File: src/rtl/hazard_scoreboard.sv
// Pipeline hazard scoreboard: tracks in-flight register writes from E to WB and
// derives stall/flush/forward controls for the decode-stage instruction.
module hazard_scoreboard #(
  parameter int RADDR_W    = 5,
  parameter int PIPE_DEPTH = 3,
  parameter int NUM_SRC    = 3,
  parameter int FWD_EN     = 0,
  parameter int RF_BYPASS  = 1,
  parameter int CNT_W      = 16
) (
  input  logic                                      clk,
  input  logic                                      reset,
  input  logic                                      issue_valid,
  input  logic                                      issue_we,
  input  logic [RADDR_W-1:0]                        issue_rd,
  input  logic                                      issue_load,
  input  logic [NUM_SRC-1:0]                        rs_valid,
  input  logic [NUM_SRC*RADDR_W-1:0]                rs_addr,
  input  logic                                      redirect,
  output logic                                      stall_F,
  output logic                                      stall_D,
  output logic                                      flush_D,
  output logic                                      flush_E,
  output logic [NUM_SRC*$clog2(PIPE_DEPTH+1)-1:0]   fwd_sel,
  output logic [2**RADDR_W-1:0]                     pending,
  output logic [CNT_W-1:0]                          stall_cnt
);

  localparam int SEL_W    = $clog2(PIPE_DEPTH+1);
  // With a write-first register file the WB entry is already visible to D.
  localparam int CHK_LAST = (RF_BYPASS != 0) ? PIPE_DEPTH-2 : PIPE_DEPTH-1;

  if (PIPE_DEPTH < 2 || PIPE_DEPTH > 8) begin : g_bad_depth
    $error("hazard_scoreboard: PIPE_DEPTH must be in 2..8");
  end

  // Entry 0 is the instruction in E; entry PIPE_DEPTH-1 is in WB.
  logic [PIPE_DEPTH-1:0]              ent_v;
  logic [PIPE_DEPTH-1:0]              ent_ld;
  logic [PIPE_DEPTH-1:0][RADDR_W-1:0] ent_rd;

  logic [NUM_SRC-1:0][PIPE_DEPTH-1:0] src_match;
  logic                               hazard_any;
  logic                               hazard;
  logic                               accept;

  always_comb begin : match_logic
    src_match = '0;
    for (int i = 0; i < NUM_SRC; i++) begin
      for (int k = 0; k < PIPE_DEPTH; k++) begin
        src_match[i][k] = rs_valid[i]
                          && (rs_addr[i*RADDR_W +: RADDR_W] != '0)
                          && ent_v[k]
                          && (ent_rd[k] == rs_addr[i*RADDR_W +: RADDR_W]);
      end
    end
  end

  always_comb begin : hazard_logic
    hazard_any = 1'b0;
    for (int i = 0; i < NUM_SRC; i++) begin
      if (FWD_EN == 0) begin
        for (int k = 0; k < PIPE_DEPTH; k++) begin
          if (k <= CHK_LAST && src_match[i][k]) hazard_any = 1'b1;
        end
      end else begin
        // Only a load in E cannot be forwarded in time.
        if (src_match[i][0] && ent_ld[0]) hazard_any = 1'b1;
      end
    end
    hazard = issue_valid & hazard_any;
  end

  always_comb begin : fwd_logic
    fwd_sel = '0;
    if (FWD_EN != 0) begin
      for (int i = 0; i < NUM_SRC; i++) begin
        // Scan oldest to youngest so the youngest match is written last.
        for (int k = PIPE_DEPTH-1; k >= 0; k--) begin
          if (src_match[i][k]) begin
            fwd_sel[i*SEL_W +: SEL_W] = (k == 0 && ent_ld[0]) ? '0 : SEL_W'(k+1);
          end
        end
      end
    end
  end

  always_comb begin : pending_logic
    pending = '0;
    for (int k = 0; k < PIPE_DEPTH; k++) begin
      if (ent_v[k]) pending[ent_rd[k]] = 1'b1;
    end
    pending[0] = 1'b0;
  end

  // Issue handshake: D offers an instruction with issue_valid; it is taken into
  // E on a clock edge only when issue_valid=1, hazard=0 and redirect=0.
  // stall_D is the backpressure, redirect discards the D instruction instead.
  assign accept  = issue_valid & ~hazard & ~redirect;
  assign stall_F = hazard & ~redirect;
  assign stall_D = hazard & ~redirect;
  assign flush_E = hazard | redirect;
  assign flush_D = redirect;

  always_ff @(posedge clk or posedge reset) begin
    if (reset) begin
      ent_v  <= '0;
      ent_ld <= '0;
      ent_rd <= '0;
    end else begin
      ent_v  <= {ent_v[PIPE_DEPTH-2:0],  accept & issue_we & (issue_rd != '0)};
      ent_ld <= {ent_ld[PIPE_DEPTH-2:0], accept & issue_load};
      ent_rd <= {ent_rd[PIPE_DEPTH-2:0], accept ? issue_rd : {RADDR_W{1'b0}}};
    end
  end

  always_ff @(posedge clk or posedge reset) begin
    if (reset) begin
      stall_cnt <= '0;
    end else if (stall_D && (stall_cnt != {CNT_W{1'b1}})) begin
      stall_cnt <= stall_cnt + 1'b1;
    end
  end

endmodule

File: config.mk
export PLATFORM = sky130hd
export DESIGN_NAME = hazard_scoreboard
export DESIGN_NICKNAME = d
export VERILOG_FILES = /design/src/rtl/hazard_scoreboard.sv
export SDC_FILE = /design/constraint.sdc
export NUM_CORES = 1
export LEC_CHECK = 0
export BUFFER_PORTS_ARGS = -buffer_cell sky130_fd_sc_hd__buf_2
export CAP_MARGIN = 20
export CORE_MARGIN = 2
export CORE_UTILIZATION = 35
export CTS_CLUSTER_DIAMETER = 100
export DETAILED_ROUTE_END_ITERATION = 8
export SYNTH_ARGS = -nofsm -noshare
export SYNTH_HDL_FRONTEND = slang
export SYNTH_SLANG_ARGS = --single-unit
File: constraint.sdc
create_clock -name clk -period 2.6 [get_ports clk]
set_clock_uncertainty 0.2 [all_clocks]
set_input_delay 0.52 -clock clk [delete_from_list [all_inputs] [get_ports clk]]
set_output_delay 0.52 -clock clk [all_outputs]
set_load 0.03 [all_outputs]
==> Word level (Yosys, flattened, before mapping) <==
Index checks and enable logic that the tools add are counted.
Widths: inputs -> output; s select.
{ "op_classes": {"n_addsub": 1, "order_cmp": 6, "eq_ne": 7, "n_mux": 16, "n_bitwise": 11, "reduce_logical": 23} }
{ "ops": {"columns": ["cell", "count"], "rows": [
  ["$mux 32", 3],
  ["$or 32x32->32", 2],
  ["$eq 5x5->1", 6],
  ["$reduce_bool 5->1", 4],
  ["$logic_and 1x1->1", 19],
  ["$lt 5x6->1 const B", 3],
  ["$add 16x1->16 const B", 1],
  ["$ne 16x16->1 const B", 1],
  ["$demux 1 s5", 3],
  ["$ge 5x1->1 const B", 3],
  ["$mux 1", 9],
  ["$and 1x1->1", 6],
  ["$mux 5", 1],
  ["$not 1->1", 2],
  ["$or 1x1->1", 1]
]} }
{ "word_totals": {"regBits": 34, "input_bits": 29, "out_inout_bits": 58, "word_cells": 69} }

==> Longest topological paths before layout <==
{ "depth": {"ltp_word": 16, "mapped_depth": 9, "mapped_depth_nobuf": 7} }

==> Least setup slack after synthesis <==
No wires, ideal clock.
{ "synth_timing": {"path_kind": "input port to output port", "from": "input port rs_addr[1]", "to": "output port stall_F", "t_arrival_ns": 2.005, "required_time_ns": 1.880, "slack_ns": -0.125, "stages": 6, "n_path_buf": 1, "cell_sequence": "or4_1 o21ai_0 nand2b_1 o32a_1 nand2_1 buf_4"} }
{ "synth_via": {"elab_chain_cells": 12, "elab_cells_between_ends": 16, "classes_between": "eq/ne: 2; mux: 6; bitwise: 2; reduce/logical: 6"} }
{ "synth_lines": {"columns": ["item", "line", "source"], "rows": [
  ["start, declared", "18", "input logic [NUM_SRC*RADDR_W-1:0] rs_addr,"],
  ["$reduce_bool 5->1", null, null],
  ["$logic_and 1x1->1", null, null],
  ["$logic_and 1x1->1", "53", "&& ent_v[k]"],
  ["$logic_and 1x1->1", "54", "&& (ent_rd[k] == rs_addr[i*RADDR_W +: RADDR_W]);"],
  ["$mux 1", "64", "if (k <= CHK_LAST && src_match[i][k]) hazard_any = 1'b1;"],
  ["$mux 1 * (5 in series)", "64", null],
  ["$and 1x1->1 *", "71", "hazard = issue_valid & hazard_any;"],
  ["$and 1x1->1 *", null, null],
  ["end, declared", "20", "output logic stall_F,"]
]} }
Every way passes the cells marked *; elsewhere a longest branch is shown, timed or not.

==> Worst setup path after layout <==
{ "layout_timing": {"from": "register ent_rd[5] in the netlist's numbering", "to": "output port stall_F"} }
{ "layout_via": {"elab_chain_cells": 9, "elab_cells_between_ends": 13, "classes_between": "eq/ne: 3; mux: 5; bitwise: 2; reduce/logical: 3"} }
{ "layout_lines": {"columns": ["item", "line", "source"], "rows": [
  ["start, declared", "40", "logic [PIPE_DEPTH-1:0][RADDR_W-1:0] ent_rd;"],
  ["start signal, assigned", "113", "ent_rd <= {ent_rd[PIPE_DEPTH-2:0], accept ? issue_rd : {RADDR_W{1'b0}}};"],
  ["$eq 5x5->1", "54", null],
  ["$logic_and 1x1->1", "54", null],
  ["$mux 1 (4 in series)", "64", null],
  ["$mux 1 *", "64", null],
  ["$and 1x1->1 *", "71", null],
  ["$and 1x1->1 *", "100", "assign stall_F = hazard & ~redirect;"]
]} }
Marks and branches as above.

==> qor.yml <==
outcome:
  outcome: "complete, but fails checks"
  violations: "negative setup slack"
sta:
  tns_ns: -0.136
  setup_viol: 3
  period_needed_ns: 2.65
  clock.fmax_ghz: 0.377
  layout_setup_ws_ns: -0.0507
  slew_violations: 0
  final_hold_viol_count: 0
  period_share_pct: 102
  rsz0062_at_grt: "yes"
  hold_slack_ns: 0.113
die:
  chipHeight_um: 89.6
  die_area_sq_um: 8030
  io_pins: 87
  rows: 31
  core-area_sq_um: 7180
  die_w_um: 89.6
  start_util_pct: 35.7
clock_network:
  cts.sinks: 34
  clkTransAtPathRegs_ns: 0.07
  cts-root-buf: "clkbuf_8"
  clk_latency_ns: 0.28
  cts_tree: "built"
  clockBufferDepth: 2
  numCtsBuffers: 5
  cts.htree.levels: 2
placement:
  port_buffers: 78
  place.gp.congestion: 0.846
  place_hpwl_um: 5400
detailed_routing:
  drt_iter0_markers: 99
  vias_per_cell: 5.12
  routed_wl_um: 7270
  wl_per_cell_um: 14.2
  detail-route-antenna-nets: 0
  drc: 0
  dr.pass1.iters: 5
  num_vias: 2623
synthesis:
  synthesis.area_sq_um: 2560
  avgSynthCellArea_sq_um: 8.41
  ys_seq_area_share_pct: 33.2
  synth_edf_count: 0
  synth-warning-count: 0
  yosysUniqueCellTypes: 41
  synth_top_flop_cell: "dfrtp_1"
  synth_seq_cells: 34
  synthCells: 305
  async_flop_share_pct: 100
worst_setup_path:
  slowest_stage: "dfrtp_1"
  crit_family: "compound AO/OA/AOI/OAI gates"
  worst-path-buf-inv: 2
  critPathLaunchType: "flip-flop"
  cp-end-kind: "output pin"
  cp_data_required_time_ns: 1.88
  critPathArrivalTime_ns: 1.93
  critPathMaxFanout: 7
  path_class: "flip-flop to output pin"
  path_cells: "buf_4 -> xor2_1 -> nor4_1 -> a32oi_1 -> o32a_1 -> nand2_4 -> buf_6"
  cpPeakStageDelay_ns: 0.39
finish:
  areaGrowthSynthToFinish_pct: 37.0
  multi_input_area_sq_um: 1670
  final_common_cell: "buf_2"
  final_cell_mix: "74 x buf_2, 72 x nand2_1, 33 x buf_4"
  finalNetCount: 442
  diodes: 0
  seq_area_sq_um: 855
  fin_util_pct: 48.9
  drive_gt1_share_pct: 36.6
  num-fill-cells: 721
grt:
  antenna_found_initial: 0
  grt_pass1_vias: 2346
  overflow: 0
  groute.usage.overall_pct: 18.3
  grt_max_degree: 35
  grt_pass1_wl_um: 11400
job:
  cap_violations: 0
power:
  p_leak_nw: 1.88
  total_power_w: 0.00118
  power_density_nw_per_um2: 337
  ir_worst_vdd_mv: 0.269
worst_hold_path:
  hp-class: "primary input to async pin"
[report_power, final]
| group | internal (W) | total, W | switching [W] |
|---|---|---|---|
| logic | 0.0000918 | 0.000218 | 0.000126 |
| clock network | 0.000214 | 0.000400 | 0.000186 |
| registers | 0.000544 | 0.000567 | 0.0000230 |
[cell usage after synthesis, types with 2 or more instances]
library cell,n,area [sq um]
a222oi_1,2,20.0
a22oi_1,29,218
a32oi_1,2,17.5
and2_1,7,43.8
and3_1,10,62.6
and3b_1,7,61.3
buf_2,2,10.0
buf_4,9,67.6
buf_6,2,22.5
clkbuf_1,10,37.5
dfrtp_1,34,851
inv_1,4,15.0
mux2_2,2,22.5
nand2_1,73,274
nand2b_1,3,18.8
nand3_1,7,35.0
nand4_1,8,50.1
nor2_1,11,41.3
nor3_1,4,20.0
nor3b_1,12,90.1
nor4_1,3,18.8
o21ai_0,2,10.0
or4_1,3,22.5
xnor2_1,26,228
xor2_1,17,149
[tightest hold or removal path: stages]
cell	delay, ns
buf_2	0.09
inv_1	0.04
buf_4	0.37
[cells by family (layout without fill, tap and decap cells)]
logic type,after synthesis,count (layout),synth area share [%]
adders and majority gates,1,1,0.488
and+or+nand+nor,152,152,30.6
buffers and inverters,28,130,6.10
other,1,7,0.146
xor gates and xnor gates,44,44,15.3
muxes,2,2,0.878
DFF,34,34,33.2
AOI/OAI and AO/OA,43,43,13.3
[layer usage]
metal	share of wire (%)	routed length, um	vias to the layer above	track usage, %
li1	-	-	1272	-
met5	0	0	-	0
met4	0.95	69	0	4.07
met3	6.6	482	9	3.47
met2	47	3420	102	30.2
met1	45	3300	1240	25.1
[path summary, 6_finish.rpt]
kind / cells after the start / start / end / slack [ns]
max: 7 / ent_rd[5]$_DFF_PP0_ / stall_F / -0.05
min: 3 / reset / stall_cnt[12]$_DFFE_PP0P_ / 0.11
max reg2reg: 10 / ent_rd[5]$_DFF_PP0_ / stall_cnt[3]$_DFFE_PP0P_ / 0.12
min reg2reg: 0 / ent_rd[0]$_DFF_PP0_ / ent_rd[5]$_DFF_PP0_ / 0.25
max in group asynchronous: 3 / reset / ent_rd[7]$_DFF_PP0_ / 1.76
min in group clk: 0 / ent_rd[0]$_DFF_PP0_ / ent_rd[5]$_DFF_PP0_ / 0.25
[through the flow]
stage,worst slack [ns],instance area [sq um],cells
finish,-0.0507,3510,512
global route,-0.158,3510,512
CTS,-0.106,3370,508
detailed placement,-0.229,3230,499
global placement,-0.164,3230,499
floorplan,0.0184,2600,311
[what timing repair did]
action,4_1_cts,5_1_grt
gates cloned,0,1
endpoints found under the setup margin,4,33
buffers inserted,1,5
pin swaps,8,9
hold endpoints to repair,0,0
hold buffers,0,0
resized for setup,13,25
[flip-flops by register name, indices dropped and copies added (netlist names)]
signal / flops
stall_cnt: 16
ent_rd: 15
ent_v: 3
[layout make-up]
class	instances	share of cell area (%)
inverter	4	0.428
sequential	34	24.3
multi-input combinational	249	47.5
timing repair buffer	118	21.6
clock buffer	7	2.46
tap	99	3.53
clock inverter	1	0.143
No activity file was read; power rests on OpenSTA's default activity.
